===== src/rtl/pipe_sched.sv =====
// pipe_sched -- pipeline stall/flush scheduler for the 5-stage LEGv8 core.
//
// This block merges four requests into one prioritised set of enables and
// flushes for the pipeline registers:
//   - the hazard-detection result
//   - the MEM-stage branch decision
//   - the data-memory handshake
//   - a HALT decoded in ID
// After a HALT it drains the pipeline, then holds the core until resume.
//
// Optional feature: define PERF_CNT_EN to build the stall and flush
// performance counters. When it is undefined, both counter ports read 0.
//
// Parameters:
//   CNT_W      width of the performance counters
//   DRAIN_CYC  cycles from HALT leaving ID until it retires from WB (1..3)
//
// Ports:
//   clk           rising-edge clock
//   reset         asynchronous, active-low reset
//   hd_enable     hazard-detection result, 0 = load-use stall needed
//   branch_taken  PCSrc from the MEM stage
//   mem_req       MEM stage accesses data memory this cycle
//   mem_ack       data memory completes the access this cycle
//   halt_id       HALT decoded in the ID stage
//   resume        leave the HALTED state
//   pc_write      PC register load enable
//   if_id_write   IF/ID load enable
//   if_id_flush   zero the IF/ID instruction
//   id_ex_bubble  zero the control fields entering ID/EX
//   ex_mem_flush  zero the control fields entering EX/MEM
//   pipe_en       load enable for ID/EX, EX/MEM and MEM/WB
//   halted        core halted
//   stall_cycles  count of load-use stall cycles
//   flush_events  count of taken-branch flushes
module pipe_sched #(
  parameter int CNT_W     = 32,
  parameter int DRAIN_CYC = 3
) (
  input  logic             clk,
  input  logic             reset,
  input  logic             hd_enable,
  input  logic             branch_taken,
  input  logic             mem_req,
  input  logic             mem_ack,
  input  logic             halt_id,
  input  logic             resume,
  output logic             pc_write,
  output logic             if_id_write,
  output logic             if_id_flush,
  output logic             id_ex_bubble,
  output logic             ex_mem_flush,
  output logic             pipe_en,
  output logic             halted,
  output logic [CNT_W-1:0] stall_cycles,
  output logic [CNT_W-1:0] flush_events
);

  typedef enum logic [1:0] {
    ST_RUN    = 2'd0,
    ST_DRAIN  = 2'd1,
    ST_HALTED = 2'd2
  } state_t;

  state_t     r_state;
  state_t     w_state_next;
  logic [1:0] r_drain_cnt;
  logic [1:0] w_drain_cnt_next;
  logic       w_freeze;

  // A pending data-memory access stalls the whole pipeline.
  assign w_freeze = mem_req & ~mem_ack;

  always_ff @(posedge clk or negedge reset) begin
    if (!reset) begin
      r_state     <= ST_RUN;
      r_drain_cnt <= 2'd0;
    end else begin
      r_state     <= w_state_next;
      r_drain_cnt <= w_drain_cnt_next;
    end
  end

  always_comb begin
    pc_write         = 1'b1;
    if_id_write      = 1'b1;
    if_id_flush      = 1'b0;
    id_ex_bubble     = 1'b0;
    ex_mem_flush     = 1'b0;
    pipe_en          = 1'b1;
    halted           = 1'b0;
    w_state_next     = r_state;
    w_drain_cnt_next = r_drain_cnt;

    case (r_state)
      ST_RUN: begin
        if (w_freeze) begin
          pc_write    = 1'b0;
          if_id_write = 1'b0;
          pipe_en     = 1'b0;
        end else if (branch_taken) begin
          if_id_flush  = 1'b1;
          id_ex_bubble = 1'b1;
          ex_mem_flush = 1'b1;
        end else if (!hd_enable) begin
          pc_write     = 1'b0;
          if_id_write  = 1'b0;
          id_ex_bubble = 1'b1;
        end else if (halt_id) begin
          pc_write         = 1'b0;
          if_id_write      = 1'b0;
          w_state_next     = ST_DRAIN;
          w_drain_cnt_next = 2'(DRAIN_CYC);
        end
      end

      ST_DRAIN: begin
        // IF/ID keeps loading zeros behind the HALT, so nothing younger
        // than the HALT can enter the pipeline.
        pc_write    = 1'b0;
        if_id_flush = 1'b1;
        if (w_freeze) begin
          pipe_en = 1'b0;
        end else if (branch_taken) begin
          // An older branch cancels the HALT, so normal fetch resumes.
          pc_write     = 1'b1;
          id_ex_bubble = 1'b1;
          ex_mem_flush = 1'b1;
          w_state_next = ST_RUN;
        end else if (r_drain_cnt <= 2'd1) begin
          w_drain_cnt_next = 2'd0;
          w_state_next     = ST_HALTED;
        end else begin
          w_drain_cnt_next = r_drain_cnt - 2'd1;
        end
      end

      ST_HALTED: begin
        pc_write    = 1'b0;
        if_id_write = 1'b0;
        pipe_en     = 1'b0;
        halted      = 1'b1;
        if (resume) begin
          w_state_next = ST_RUN;
        end
      end

      default: begin
        w_state_next     = ST_RUN;
        w_drain_cnt_next = 2'd0;
      end
    endcase

    // While reset is held, every output is driven low, whatever the state.
    if (!reset) begin
      pc_write     = 1'b0;
      if_id_write  = 1'b0;
      if_id_flush  = 1'b0;
      id_ex_bubble = 1'b0;
      ex_mem_flush = 1'b0;
      pipe_en      = 1'b0;
      halted       = 1'b0;
    end
  end

`ifdef PERF_CNT_EN
  logic             w_stall_evt;
  logic             w_flush_evt;
  logic [CNT_W-1:0] r_stall_cycles;
  logic [CNT_W-1:0] r_flush_events;

  // Load-use stalls are counted only when they win in RUN. A branch flush
  // is counted in RUN or DRAIN whenever no freeze masks it.
  assign w_stall_evt = (r_state == ST_RUN) & ~w_freeze & ~branch_taken & ~hd_enable;
  assign w_flush_evt = ((r_state == ST_RUN) | (r_state == ST_DRAIN)) & ~w_freeze & branch_taken;

  always_ff @(posedge clk or negedge reset) begin
    if (!reset) begin
      r_stall_cycles <= '0;
      r_flush_events <= '0;
    end else begin
      if (w_stall_evt) r_stall_cycles <= r_stall_cycles + 1'b1;
      if (w_flush_evt) r_flush_events <= r_flush_events + 1'b1;
    end
  end

  assign stall_cycles = r_stall_cycles;
  assign flush_events = r_flush_events;
`else
  assign stall_cycles = '0;
  assign flush_events = '0;
`endif

endmodule


===== config.mk =====
export PLATFORM = sky130hd
export DESIGN_NAME = pipe_sched
export DESIGN_NICKNAME = d
export VERILOG_FILES = /design/src/rtl/pipe_sched.sv
export SDC_FILE = /design/constraint.sdc
export NUM_CORES = 1
export LEC_CHECK = 0
export ABC_AREA = 1
export CORE_UTILIZATION = 28
export DETAILED_ROUTE_END_ITERATION = 7
export HOLD_SLACK_MARGIN = 0.12
export PLACE_DENSITY = 0.73
export SLEW_MARGIN = 0
export SYNTH_ARGS = -nofsm -noshare
export SYNTH_HDL_FRONTEND = slang
export SYNTH_SLANG_ARGS = --single-unit

===== constraint.sdc =====
create_clock -name clk -period 1.05 [get_ports clk]
set_input_delay 0.21 -clock clk [delete_from_list [all_inputs] [get_ports clk]]
set_output_delay 0.21 -clock clk [all_outputs]
set_load 0.02 [all_outputs]

==> results of run 1 <==
==> timing repair <==
action,CTS,global route
hold buffers,1,0
endpoints found under the setup margin,11,11
gates resized for setup,65,5
hold endpoints to repair,4,0
setup buffers,4,1
pin swaps,10,5
==> power by group <==
group | internal [mW] | switching [mW]
registers | 0.234 | 0.0746
clock network | 0.143 | 0.0693
logic | 0.800 | 1.01
==> how the worst max path moves through the flow <==
stage | slack [ns] | startpoint | cells past startpoint | end
floorplan | -0.16 | r_state[1] | 5 | pc_write
global placement | -0.98 | hd_enable | 6 | pc_write
detailed placement | -0.95 | hd_enable | 6 | pc_write
CTS | -0.42 | r_state[1] | 6 | pc_write
global route | -0.46 | r_state[1] | 6 | pc_write
finish | -0.42 | r_state[0] | 5 | id_ex_bubble
==> area by class of cell <==
cell class	count	area [sq um]
Clock buffer	4	26.28
Sequential cell	4	102.6
Inverter	12	45.04
Tap cell	44	55.05
Multi-Input combinational cell	118	621.8
Fill cell	338	1863
Timing Repair Buffer	37	339.1
==> stage by stage <==
step | std cells | util [%] | hold WS (ns)
2_1_floorplan | 199 | - | -0.08559
3_3_place_gp | 210 | 33.73 | 0.4837
3_5_place_dp | 210 | 33.73 | 0.4891
4_1_cts | 219 | 38.48 | 0.4983
5_1_grt | 219 | 38.98 | 0.5623
6_report | 219 | 38.98 | 0.4939
==> worst reg2reg max path, cell delays in order (launching register included) <==
cell and delay [ns]:
dfrtp_2 0.43, buf_12 0.15, nor2_4 0.10, buf_4 0.13, buf_6 0.11, o21ai_2 0.05
nand2_1 0.07, inv_2 0.05, nand3_1 0.06, nand2_1 0.05
==> cells by family (layout without fill, tap and decap cells) <==
group,Yosys count,after routing,share of synthesized area [%]
buffers and inverters,77,53,59.83
other,1,64,0.4180
and+or+nand+nor,45,45,23.29
AOI/OAI and AO/OA,9,9,5.299
DFF,4,4,11.16
==> routing by layer <==
layer / global-route usage (%) / routed length [um] / vias to the layer above
met5: 0 / 0 / -
met4: 4.082 / 17 / 0
met3: 1.538 / 145 / 2
met2: 18.23 / 902 / 47
met1: 11.50 / 577 / 322
li1: - / - / 359
==> registers in the layout, indices dropped and copies added, names as in the netlist <==
register / count
r_drain_cnt: 2
r_state: 2
==> placed cells by master (no fill, tap or decap) <==
cell type	netlist	routed
nand2_1	25	17
dfrtp_2	0	2
nand3_4	0	1
nor2_2	2	1
inv_2	3	5
o21ai_2	0	1
buf_12	0	1
inv_1	9	7
a21oi_4	0	1
clkdlybuf4s50_1	0	3
buf_6	1	9
dlygate4sd3_1	0	1
nor2_1	7	2
nor2_4	2	8
o21ai_4	0	1
o21ai_1	2	1
a21oi_1	5	2
clkbuf_1	0	1
dfrtp_1	4	2
dlygate4sd2_1	0	4
buf_4	64	19
conb_1	1	64
a21oi_2	0	2
a21boi_4	0	1
nand2_2	3	9
nand3_1	5	5
clkbuf_4	0	3
nand2_4	0	2
==> summary.md, run 1 <==
| Metric | Value |
|---|---|
| Outcome | finished with violations |
| Failing checks | setup timing |
| Post-DR wirelength/cell | ~7.5 um |
| Worst setup SP type | flip-flop |
| TritonCTS Buffers | 3 |
| IO Port Bufs | 14 |
| Crit path max-delay family | flip-flops |
| R2r startpoint | r_state[0] |
| Synth Register Bits | 4 |
| Crit Path Max Fanout | 5 |
| Area after DPL | 1030 sq um |
| Synth top cells by count | buf_4 (64), nand2_1 (25), inv_1 (9) |
| MaxCap Viol Count | 0 |
| Global-route wire length before repair | roughly 2.6 mm |
| Htree depth | 1 |
| Yosys top cell by area | buf_4 |
| Peak Freq | ~680 MHz |
| Insertion delay to the later sink of the worst-skew pair | 0.24 ns |
| Final setup viols | 11 |
| Slew Limit Fails | 0 |
| Setup TNS Final | -3.539 ns |
| DR iter-0 viols | 9 |
| Worst path required time | ~0.84 ns |
| FF-to-FF End | r_drain_cnt[1] |
| Post-synthesis average cell area | approximately 6.6 sq um |
| Worst setup margin | -0.4214 ns |
| Pleak | 0.6754 nW |
| Hold Vio Cnt, Final | 0 |
| CTS Sinks | 4 |
| GRT Total Usage | under 10% |
| Hold_sp | r_drain_cnt[0] |
| GRT Residual Overflow | 0 |
| Clk_skew | around 0.0067 ns |
| Post-synth ARST share | 100.0% |
| WP buf/inv | 2 |
| Post-Place Worst Slack | -0.9519 ns |
| CP cell instances | buf_12 -> nor2_4 -> o21ai_4 -> a21boi_4 -> buf_6 |
| Final Cycle Share | 140.1% |
| Share of layout cells above drive strength 1 | about 38% |
| Die ar. | about 3400 sq um |
| DR pass1 iterations | 6 |
| Yosys cell types | 17 |
| RSZ-0062 raised after global routing | true |
| CTS tree | yes |
| Final WL | around 1.6 mm |
| Via count | 730 |
| Largest net degree at the start of global routing | 7 |
| Synthesized netlist cell count | about 140 |
| Hold Crit Class | flip-flop to flip-flop |
| Hold EP | r_drain_cnt[0] |
| Vias per Instance | approximately 3.3 |
| Post-Syn Area | between 800 and 900 sq um |
| Die X | roughly 60 um |
| Routed Antenna Nets | 0 |
| Largest cells by area after synthesis | buf_4 (54%), dfrtp_1 (11%), nand2_1 (10%) |
| Io pins | 79 |
| NumNets Final | 184 |
| Yosys top cell area share | about 54% |
| Starting Density | roughly 29% |
| Gpl congestion | about 0.77 |
| DRC violations left | 0 |
| VDD IR max | ~0.72 mV |
| Reg clk slew, reported paths | 0.04 ns |
| Worst hold stages | 2 |
| Dominant register cell in the synthesized netlist | dfrtp_1 |
| CP peak stage delay | 0.43 ns |
| FF-to-FF setup slack | -0.26 ns |
| Total power | approximately 2.3 mW |
| Power Density | approximately 2000 nW/um^2 |
| CTS max path bufs | 2 |
| Seq/Total Area, Yosys | between 10 and 15% |
| Slowest CP cell | dfrtp_2 |
| Finished Cell Area | ~1200 sq um |
| Top-count cell post-synth | buf_4 |
| Crit path DAT | 1.26 ns |
| Post-route minimum period | about 1.5 ns |
| Dpl hpwl | about 1.3 mm |
| Critical path class | flip-flop to output pin |
| Chip height | about 59 um |
| Area grow syn2layout | 32.64% |
| Vias in the first global route | between 500 and 600 |
| Row count | 20 |
| EDFF count, synth | 0 |
| Initial antenna violation count | 0 |
| N_diodes | 0 |
| Core area | between 3000 and 4000 sq um |
| CTS Root Cell | clkbuf_4 |
| Register-to-Register Path Depth | 9 |
| CP endpoint kind | output pin |
| Ys Warns | 0 |
Note: power is estimated with default switching activity, not from simulation.
==> run 2: changes to the inputs <==
--- a/config.mk
+++ b/config.mk
@@ -6,10 +6,12 @@
 export NUM_CORES = 1
 export LEC_CHECK = 0
 export ABC_AREA = 1
+export CORE_MARGIN = 3
 export CORE_UTILIZATION = 28
 export DETAILED_ROUTE_END_ITERATION = 7
 export HOLD_SLACK_MARGIN = 0.12
-export PLACE_DENSITY = 0.73
+export MAX_ROUTING_LAYER = met4
+export PLACE_DENSITY = 0.83
 export SLEW_MARGIN = 0
 export SYNTH_ARGS = -nofsm -noshare
 export SYNTH_HDL_FRONTEND = slang
==> summary.md, run 2 (synthesis gave the netlist of run 1 again) <==
| Metric | Value |
|---|---|
| CP cell instances | inv_2 -> buf_4 -> nand3_2 -> a21boi_4 -> buf_6 (was buf_12 -> nor2_4 -> o21ai_4 -> a21boi_4 -> buf_6) |
| Worst path required time | 0.84 ns (about the same) |
| Crit path max-delay family | flip-flops (unchanged) |
| Minimum hold slack | 0.4993 ns (was 0.4939 ns) |
| Insertion delay to the later sink of the worst-skew pair | 0.23 ns (was 0.24 ns) |
| Final setup viols | 11 (unchanged) |
| Worst setup margin | -0.4315 ns (was -0.4214 ns) |
| Hold_sp | r_drain_cnt[0] (unchanged) |
| R2r startpoint | r_state[1] (was r_state[0]) |
| Largest net degree at the start of global routing | 5 (was 7) |
| Reg clk slew, reported paths | 0.04 ns (about the same) |
| Hold Vio Cnt, Final | 0 (unchanged) |
| DR iter-0 viols | 15 (was 9) |
| Slowest CP cell | dfrtp_2 (unchanged) |
| CP peak stage delay | 0.41 ns (was 0.43 ns) |
| Clk pwr share | 9.6% (was 9.1%) |
| Starting Density | 30.93% (was 29.39%) |
| RSZ-0062 raised after global routing | true (unchanged) |
| Multi-input gate area | 595.6 sq um (was 621.8 sq um) |
| Slew Limit Fails | 0 (unchanged) |
| MaxCap Viol Count | 0 (unchanged) |
| Register area | 102.6 sq um (unchanged) |
| Global-route wire length before repair | 2.435 mm (was 2.587 mm) |
| Gate power share | 75.7% (was 77.7%) |
| Via count | 728 (was 730) |
| Share of layout cells above drive strength 1 | 36.00% (was 37.71%) |
| Dpl hpwl | 1.447 mm (was 1.279 mm) |
| WP buf/inv | 3 (was 2) |
| GRT Residual Overflow | 0 (unchanged) |
| Crit path from | r_state[1] (was r_state[0]) |
| CTS tree | yes (unchanged) |
| GRT Total Usage | 7.888% (was 9.959%) |
| DR pass1 iterations | 4 (was 6) |
| Commonest non-fill, non-tap cell in the layout | conb_1 (unchanged) |
| Power Density | 1897 nW/um^2 (was 1963 nW/um^2) |
| Core area | 2900 sq um (was 3053 sq um) |
| Worst setup SP type | flip-flop (unchanged) |
| Hold Crit Class | flip-flop to flip-flop (unchanged) |
| Die X | 62.61 um (was 58.61 um) |
| N_diodes | 0 (unchanged) |
| Sw Share | 50.40% (was 49.61%) |
| Placed cell count | 209 (was 210) |
| Initial antenna violation count | 0 (unchanged) |
| Design internal power | 1.081 mW (was 1.177 mW) |
| Layout fillers | 299 (was 338) |
| DRC violations left | 0 (unchanged) |
| Vias in the first global route | 592 (was 599) |
| Post-DR wirelength/cell | 7.986 um (was 7.498 um) |
| Vias per Instance | 3.355 (was 3.333) |
| Critical path class | flip-flop to output pin (unchanged) |
| P_sw | 1.098 mW (was 1.159 mW) |
| Most frequent cells in the layout | conb_1 (64), buf_4 (20), nand2_1 (18), nand2_2 (9), buf_6 (9) (was conb_1 (64), buf_4 (19), nand2_1 (17), nand2_2 (9), buf_6 (9)) |
| Chip height | 62.61 um (was 58.61 um) |
| VDD IR max | 0.7999 mV (was 0.7194 mV) |
| Gpl congestion | 0.7983 (was 0.7707) |
| CTS max path bufs | 2 (unchanged) |
| Htree depth | 1 (unchanged) |
| NumNets Final | 184 (unchanged) |
| Final Cycle Share | 141.1% (was 140.1%) |
| Final WL | 1.733 mm (was 1.642 mm) |
| Routed Antenna Nets | 0 (unchanged) |
| Crit Path Max Fanout | 3 (was 5) |
| CTS Sinks | 4 (unchanged) |
| Outcome | finished with violations (unchanged) |
| Post-Place Worst Slack | -0.9449 ns (was -0.9519 ns) |
| Peak Freq | 675.0 MHz (was 679.6 MHz) |
| Flop pwr share | 14.7% (was 13.2%) |
| TritonCTS Buffers | 3 (unchanged) |
| Fin cells | 217 (was 219) |
| Largest regs | r_drain_cnt: 2 flops, r_state: 2 flops (unchanged) |
| CP endpoint kind | output pin (unchanged) |
| Post-route minimum period | 1.481 ns (was 1.471 ns) |
| Clk_skew | 0.005116 ns (was 0.006703 ns) |
| CTS Root Cell | clkbuf_4 (unchanged) |
| Crit path DAT | 1.27 ns (was 1.26 ns) |
| Failing checks | setup timing (unchanged) |
| Die ar. | 3919 sq um (was 3435 sq um) |
| Total power | 2.179 mW (was 2.335 mW) |
| Row count | 19 (was 20) |
| Io pins | 79 (unchanged) |
| IO Port Bufs | 14 (unchanged) |
| Area grow syn2layout | 28.03% (was 32.64%) |
| Pleak | 0.6649 nW (was 0.6754 nW) |
## run 2: timing repair
action	4_1_cts	5_1_grt
resized for setup	62	1
endpoints found under the setup margin	11	11
pin swaps	3	2
buffers inserted	2	1
endpoints found under the hold margin	4	0
hold buffers	1	0
## run 2: layout make-up
type | instances | share of cell area, %
multi-input combinational | 118 | 51.85
timing repair buffer | 37 | 28.43
sequential | 4 | 8.932
tap | 42 | 4.575
inverter | 12 | 3.922
clock buffer | 4 | 2.288
## run 2: routing by layer
metal  vias to the layer above  GRT usage, %  part of all wire, %
met5                         -             -                    0
met2                        45         13.58                   53
met1                       318         8.504                   35
met4                         0         4.132                 0.81
met3                         2         1.619                   11
li1                        363             -                    -
## run 2: worst min-delay path, stage by stage, from the launching register on
cell and delay, ns:
dfrtp_1 0.36, nand2_1 0.06, nand2_1 0.05
## run 2: path summary, 6_finish.rpt
| path | end | slack [ns] | depth (start not counted) |
|---|---|---|---|
| min in group asynchronous | r_state[1] | 0.69 | 3 |
| min reg2reg | r_drain_cnt[0] | 0.50 | 2 |
| max reg2reg | r_drain_cnt[1] | -0.26 | 9 |
| min | r_drain_cnt[0] | 0.50 | 2 |
| max | id_ex_bubble | -0.43 | 5 |
| max in group asynchronous | r_state[0] | 0.16 | 3 |
## run 2: through the flow
stage          area, sq um  TNS [ns]  util (%)
2_1_floorplan         1191   -0.6241         -
3_3_place_gp          1035    -7.637     35.68
3_5_place_dp          1035    -7.698     35.68
4_1_cts               1136    -3.278     39.17
5_1_grt               1149    -3.978     39.60
6_report              1149    -3.284     39.60
## run 2: power groups by stage
stage          Combinational, mW  Sequential [mW]  Clock, mW
2_1_floorplan               1.18            0.286          0
3_3_place_gp                1.39            0.329          0
3_5_place_dp                1.43            0.331          0
4_1_cts                     1.62            0.320      0.220
5_1_grt                     1.80            0.333      0.231
6_report                    1.65            0.320      0.210
==> run 3: changes to the inputs <==
--- a/config.mk
+++ b/config.mk
@@ -8,6 +8,7 @@
 export ABC_AREA = 1
 export CORE_MARGIN = 3
 export CORE_UTILIZATION = 28
+export CTS_CLUSTER_DIAMETER = 150
 export DETAILED_ROUTE_END_ITERATION = 7
 export HOLD_SLACK_MARGIN = 0.12
 export MAX_ROUTING_LAYER = met4
==> results of run 3 <==
No change in the layout: final DEF, timing and power equal those of run 2.
